`src/rtl/seven_seg_scan_decoder_if.sv`:
```
// Scanned seven-segment display bus: segment/digit lines in, recovered word out.
// The display driver side is the master; the scan decoder is the slave.
interface seven_seg_scan_decoder_if;
    logic [6:0]  cathode;
    logic [7:0]  anode;
    logic [15:0] number;
    logic        number_valid;
    logic        frame_err;
    logic        timeout;

    modport master (
        output cathode, anode,
        input  number, number_valid, frame_err, timeout
    );

    modport slave (
        input  cathode, anode,
        output number, number_valid, frame_err, timeout
    );
endinterface

```
`src/rtl/seven_seg_scan_decoder.sv`:
```
// Recovers the 16-bit word from multiplexed seven-segment cathode/anode lines:
// debounces each digit, decodes the hex font and assembles frames with a timeout.
module seven_seg_scan_decoder #(
    parameter int STABLE_CYCLES  = 2,
    parameter int TIMEOUT_CYCLES = 65536
) (
    input logic                     clock,
    input logic                     reset,
    seven_seg_scan_decoder_if.slave bus
);
    localparam int SW = $clog2(STABLE_CYCLES + 1);
    localparam int FW = $clog2(TIMEOUT_CYCLES + 1);

    typedef enum logic [1:0] {IDLE, SETTLE, HOLD} state_t;

    logic [6:0]       cath_q, cath_p;
    logic [7:0]       an_q, an_p;
    state_t           state, nxt_state;
    logic [SW-1:0]    stab_cnt, nxt_cnt;
    logic [3:0][3:0]  slot, slot_acc;
    logic [3:0]       seen, seen_acc, idx_oh;
    logic             err, err_acc;
    logic [FW-1:0]    frame_cnt, frame_cnt_inc;
    logic [15:0]      number_r;
    logic             valid_r, ferr_r, tmo_r;

    logic             qual, changed, accept, complete, tmo;
    logic [1:0]       idx;
    logic [4:0]       dec;

    function automatic logic [4:0] seg_decode(input logic [6:0] c);
        case (c)
            7'h01:   seg_decode = 5'h10;
            7'h4F:   seg_decode = 5'h11;
            7'h12:   seg_decode = 5'h12;
            7'h06:   seg_decode = 5'h13;
            7'h4C:   seg_decode = 5'h14;
            7'h24:   seg_decode = 5'h15;
            7'h20:   seg_decode = 5'h16;
            7'h0F:   seg_decode = 5'h17;
            7'h00:   seg_decode = 5'h18;
            7'h04:   seg_decode = 5'h19;
            7'h08:   seg_decode = 5'h1A;
            7'h60:   seg_decode = 5'h1B;
            7'h31:   seg_decode = 5'h1C;
            7'h42:   seg_decode = 5'h1D;
            7'h30:   seg_decode = 5'h1E;
            7'h38:   seg_decode = 5'h1F;
            default: seg_decode = 5'h00;
        endcase
    endfunction

    // Only a single active digit in the low four positions counts as a sample.
    always_comb begin
        qual = 1'b0;
        idx  = 2'd0;
        if (an_q[7:4] == 4'hF) begin
            case (an_q[3:0])
                4'hE: begin qual = 1'b1; idx = 2'd0; end
                4'hD: begin qual = 1'b1; idx = 2'd1; end
                4'hB: begin qual = 1'b1; idx = 2'd2; end
                4'h7: begin qual = 1'b1; idx = 2'd3; end
                default: ;
            endcase
        end
    end

    assign changed = {an_q, cath_q} != {an_p, cath_p};
    assign dec     = seg_decode(cath_q);
    assign idx_oh  = 4'b0001 << idx;

    // Any fresh qualifying pair restarts the stability count; with a one-cycle
    // stability window it is accepted on the spot.
    always_comb begin
        nxt_state = state;
        nxt_cnt   = stab_cnt;
        accept    = 1'b0;
        if (state == IDLE || changed) begin
            if (qual) begin
                nxt_cnt = SW'(1);
                if (STABLE_CYCLES == 1) begin
                    accept    = 1'b1;
                    nxt_state = HOLD;
                end else begin
                    nxt_state = SETTLE;
                end
            end else begin
                nxt_state = IDLE;
            end
        end else if (state == SETTLE) begin
            if (stab_cnt + SW'(1) == SW'(STABLE_CYCLES)) begin
                accept    = 1'b1;
                nxt_state = HOLD;
            end else begin
                nxt_cnt = stab_cnt + SW'(1);
            end
        end
    end

    always_comb begin
        slot_acc = slot;
        seen_acc = seen;
        err_acc  = err;
        if (accept) begin
            slot_acc[idx] = dec[3:0];
            seen_acc      = seen | idx_oh;
            err_acc       = err | ~dec[4];
        end
    end

    assign complete      = accept && (seen_acc == 4'hF);
    assign frame_cnt_inc = frame_cnt + FW'(1);
    assign tmo           = !complete && (seen != 4'h0) && (frame_cnt_inc == FW'(TIMEOUT_CYCLES));

    always_ff @(posedge clock) begin
        if (reset) begin
            cath_q    <= 7'h00;
            an_q      <= 8'hFF;
            cath_p    <= 7'h00;
            an_p      <= 8'hFF;
            state     <= IDLE;
            stab_cnt  <= '0;
            slot      <= '0;
            seen      <= 4'h0;
            err       <= 1'b0;
            frame_cnt <= '0;
            number_r  <= 16'h0000;
            valid_r   <= 1'b0;
            ferr_r    <= 1'b0;
            tmo_r     <= 1'b0;
        end else begin
            cath_q   <= bus.cathode;
            an_q     <= bus.anode;
            cath_p   <= cath_q;
            an_p     <= an_q;
            state    <= nxt_state;
            stab_cnt <= nxt_cnt;
            valid_r  <= complete;
            ferr_r   <= complete & err_acc;
            tmo_r    <= tmo;
            slot     <= slot_acc;
            if (complete) begin
                number_r  <= slot_acc;
                seen      <= 4'h0;
                err       <= 1'b0;
                frame_cnt <= '0;
            end else if (tmo) begin
                // An abandoned frame drops everything, including a digit landing this cycle.
                seen      <= 4'h0;
                err       <= 1'b0;
                frame_cnt <= '0;
            end else begin
                seen      <= seen_acc;
                err       <= err_acc;
                frame_cnt <= (seen != 4'h0) ? frame_cnt_inc : '0;
            end
        end
    end

    assign bus.number       = number_r;
    assign bus.number_valid = valid_r;
    assign bus.frame_err    = ferr_r;
    assign bus.timeout      = tmo_r;
endmodule

```
`src/flat_wrapper.sv`:
```
// flat-port wrapper written by rule: the top's interface ports become plain ports
module seven_seg_scan_decoder_flat 
#(
    parameter int STABLE_CYCLES  = 2,
    parameter int TIMEOUT_CYCLES = 65536
)
  (clock, reset, bus_cathode, bus_anode, bus_number, bus_number_valid, bus_frame_err, bus_timeout);
  seven_seg_scan_decoder_if bus_i ();
  input logic clock;
  input logic reset;
  input wire logic [$bits(bus_i.cathode)-1:0] bus_cathode;
  input wire logic [$bits(bus_i.anode)-1:0] bus_anode;
  output wire logic [$bits(bus_i.number)-1:0] bus_number;
  output wire logic [$bits(bus_i.number_valid)-1:0] bus_number_valid;
  output wire logic [$bits(bus_i.frame_err)-1:0] bus_frame_err;
  output wire logic [$bits(bus_i.timeout)-1:0] bus_timeout;
  assign bus_i.cathode = bus_cathode;
  assign bus_i.anode = bus_anode;
  assign bus_number = bus_i.number;
  assign bus_number_valid = bus_i.number_valid;
  assign bus_frame_err = bus_i.frame_err;
  assign bus_timeout = bus_i.timeout;
  seven_seg_scan_decoder #(.STABLE_CYCLES(STABLE_CYCLES), .TIMEOUT_CYCLES(TIMEOUT_CYCLES)) u_core (.clock(clock), .reset(reset), .bus(bus_i));
endmodule
```
`config.mk`:
```
export PLATFORM = sky130hd
export DESIGN_NAME = seven_seg_scan_decoder_flat
export DESIGN_NICKNAME = d
export VERILOG_FILES = /design/src/rtl/seven_seg_scan_decoder_if.sv /design/src/rtl/seven_seg_scan_decoder.sv /design/src/flat_wrapper.sv
export SDC_FILE = /design/constraint.sdc
export NUM_CORES = 1
export LEC_CHECK = 0
export BUFFER_PORTS_ARGS = -buffer_cell sky130_fd_sc_hd__clkbuf_2
export CORE_MARGIN = 2
export CORE_UTILIZATION = 53
export DETAILED_ROUTE_END_ITERATION = 8
export PLACE_DENSITY = 0.71
export SETUP_SLACK_MARGIN = 0.05
export SKIP_CTS_REPAIR_TIMING = 1
export SYNTH_ARGS = -nofsm -noshare
export SYNTH_HDL_FRONTEND = slang
export SYNTH_SLANG_ARGS = --single-unit
```
`constraint.sdc`:
```
create_clock -name clock -period 3 [get_ports clock]
set_input_delay 0 -clock clock [delete_from_list [all_inputs] [get_ports clock]]
set_output_delay 0 -clock clock [all_outputs]
set_load 0.01 [all_outputs]
```
==> impl_results.md <==
* Status: finished clean
* Worst hold path startpoint: reset
* Max Slew Vio Count at 0
* Number of global-route vias before repair at 2,834
* Multi-input logic area at 2041 um2
* Die span in y at 91.24 um
* Yosys top cell area share at 45.16%
* Area taken by flip-flops and latches at 1822 um2
* Least-Margin Pin Slew at 739.7 ps
* Total CTS buffers at 9
* FP Rows at 31
* Clk buf depth at 2
* Area added between synthesis and finish at 14.61%
* Cell count after synthesis at 437
* Leakage at 0.001765 uW
* CTS sink count at 91
* Sum Neg Setup Slack at 0 ps
* Tmin final at 2643 ps
* Total grt overflow at 0
* F_max at 378.4 MHz
* Hold Crit Class: input port to register
* Routed wire per std cell at 14.31 um
* Final setup viols at 0
* Setup Skew at 12.40 ps
* Most used DFF post-synth: dfxtp_1
* Worst Setup End Kind: register
* CP startpoint kind: register
* # IOs at 36
* Max VDD drop at 0.0003841 V
* Initial Util at 55.03%
* Vias/cell at 5.545
* Reg-to-Reg Start: u_core.cath_q[6]$_SDFF_PP0_
* Die footprint at 8325 um2
* H-tree Lvls at 3
* Total of max-cap violations at 0
* Total number of vias at 3,233
* Die extent in x at 91.24 um
* Required time of the critical path at 3290 ps
* Core area at 7331 um2
* Number of synthesized flops with an enable pin at 0
* Drt first pass iters at 4
* Post-synth top area cell: dfxtp_1
* Fillers at 624
* Unique masters post-synth at 56
* Register area share after synthesis at 45.16%
* Clk Tree Root Cell: clkbuf_8
* Area contributors post-synth: dfxtp_1, xor2_1, nand3_1, mux2i_1, nor2b_1
* Net count after synthesis at 456
* Async SR Flop Fraction at 0%
* Initial antenna violation count at 0
* Worst EP arrival at 2930 ps
* Yosys warns at 0
* Clk_lat worst skew at 360 ps
* PD cells at 499.4 nW/um2
* ANT nets after route at 0
* Clk pin slew, worst setup/hold paths at 90 ps
* Cell count after placement at 552
* Final wirelength at 8342 um
* Syn_area_per_cell at 9.231 um2
* Gr usage total at 20.53%
* First-pass GRT wire length at 13,700 um
* Final worst path period share at 88.10%
* Crit-path max FO at 14
* RSZ-0062 raised after global routing: false
* Final GP Congestion at 0.9100
* Critical path launch point: u_core.cath_q[6]$_SDFF_PP0_
* Max transition margin at 50.17%
* DRC viols at 0
* Port Buffers at 35
* Diodes inserted at 0
* Largest net degree at the start of global routing at 46
* Share of cells above drive strength 1 at 17.56%
* Layout Nets at 498
* Post-route insts no fill at 583
* Hold Fails Final Rpt at 0
* Mapped cell area at 4034 um2
* DP Wirelength at 5714 um
* WS Path Type: register to register
* Initial DRC count at 119
* TritonCTS clock tree: done
* FF+latch count, synth at 91
## kinds of logic after synthesis
kind of cell | share of synthesized area, %
and+or+nand+nor | 27.98
DFF | 45.16
AOI/OAI and AO/OA | 12.07
buffers and inverters | 4.249
xor gates and xnor gates | 6.948
muxes | 2.978
adders and majority gates | 0.6202
## cells in the final DEF (no fill, tap or decap), types with 7 or more instances in the layout
cell type,instances
nor4_1,9
clkbuf_8,9
or3_1,11
nand3_1,32
a21oi_1,8
nor2_1,28
dfxtp_1,91
nand2_1,16
xor2_1,28
nand2b_1,7
o21ai_1,7
dlygate4sd3_1,15
nand4_1,7
clkbuf_2,35
or2_2,15
buf_4,7
nor2b_1,19
o21ai_0,13
inv_1,9
nor3_1,9
mux2i_1,12
## stage by stage
stage | hold WS, ps | setup WS (ps) | util (%) | total power [uW] | area [um2]
floorplan | 103.8 | 717.5 | - | 1372 | 4034
global placement | 183.9 | 418.9 | 58.00 | 1405 | 4252
detailed placement | 183.9 | 396.5 | 58.00 | 1407 | 4252
CTS | -199.5 | 360.8 | 61.02 | 2315 | 4473
global route | 160.6 | 142.4 | 63.07 | 2400 | 4623
finish | 142.3 | 357.0 | 63.07 | 2309 | 4623
## worst max-delay path: stages, from the launching register on
cell	delay, ps
dfxtp_1	600
xor2_1	130
nor4_2	290
nand4_2	300
or4_1	740
or3_1	400
o211ai_1	100
## worst paths after layout
kind	cells past startpoint	to	slack [ps]
max reg2reg	6	u_core.bus.number[4]$_SDFFE_PP0P_	360
min reg2reg	2	u_core.bus.number[15]$_SDFFE_PP0P_	470
max	6	u_core.bus.number[4]$_SDFFE_PP0P_	360
min	4	u_core.an_p[0]$_SDFF_PP1_	140
## flip-flops by register name, indices dropped and copies added, names as in the netlist, 2 cells and up
| signal | cells |
|---|---|
| u_core.frame_cnt | 17 |
| u_core.an_p | 8 |
| u_core.seen | 4 |
| u_core.bus.number | 16 |
| u_core.cath_p | 7 |
| u_core.cath_q | 7 |
| u_core.slot | 16 |
| u_core.an_q | 8 |
| u_core.state | 2 |
| u_core.stab_cnt | 2 |
## synthesized netlist by cell type (all sizes together) (4+ instances only)
master / n
buf: 10
a21oi: 8
or2: 16
and4: 4
a21boi: 5
mux2i: 12
nand2: 16
o21ai: 20
nand3: 32
nor3: 9
nor2b: 19
clkbuf: 16
nor2: 28
dfxtp: 91
xor2: 28
and2: 5
nand3b: 6
or3: 11
a211oi: 5
xnor2: 4
nor4: 13
inv: 9
nand2b: 7
o211ai: 6
or4: 7
o22ai: 4
nand4: 8
## report_power, final
part	leakage, uW	internal, uW	switching (uW)	total (uW)
Sequential	0.000740	1230	27.1	1250
Clock	0.000106	473	441	914
Combinational	0.000919	70.1	69.9	140
## layout make-up
class                           count  area share (%)
Inverter                           10          0.8119
Sequential cell                    91           39.40
Timing Repair Buffer               57           8.173
Clock inverter                      7           2.111
Clock buffer                        9           2.679
Multi-Input combinational cell    310           44.14
Tap cell                           99           2.679
## metal layers
layer / share of wire, % / track usage (%) / up-vias
li1: - / - / 1656
met1: 47 / 27.91 / 1493
met2: 47 / 31.54 / 73
met3: 4.6 / 5.809 / 11
met4: 1.4 / 6.566 / 0
met5: 0 / 0 / -
Power figures use the tool's default switching activity.
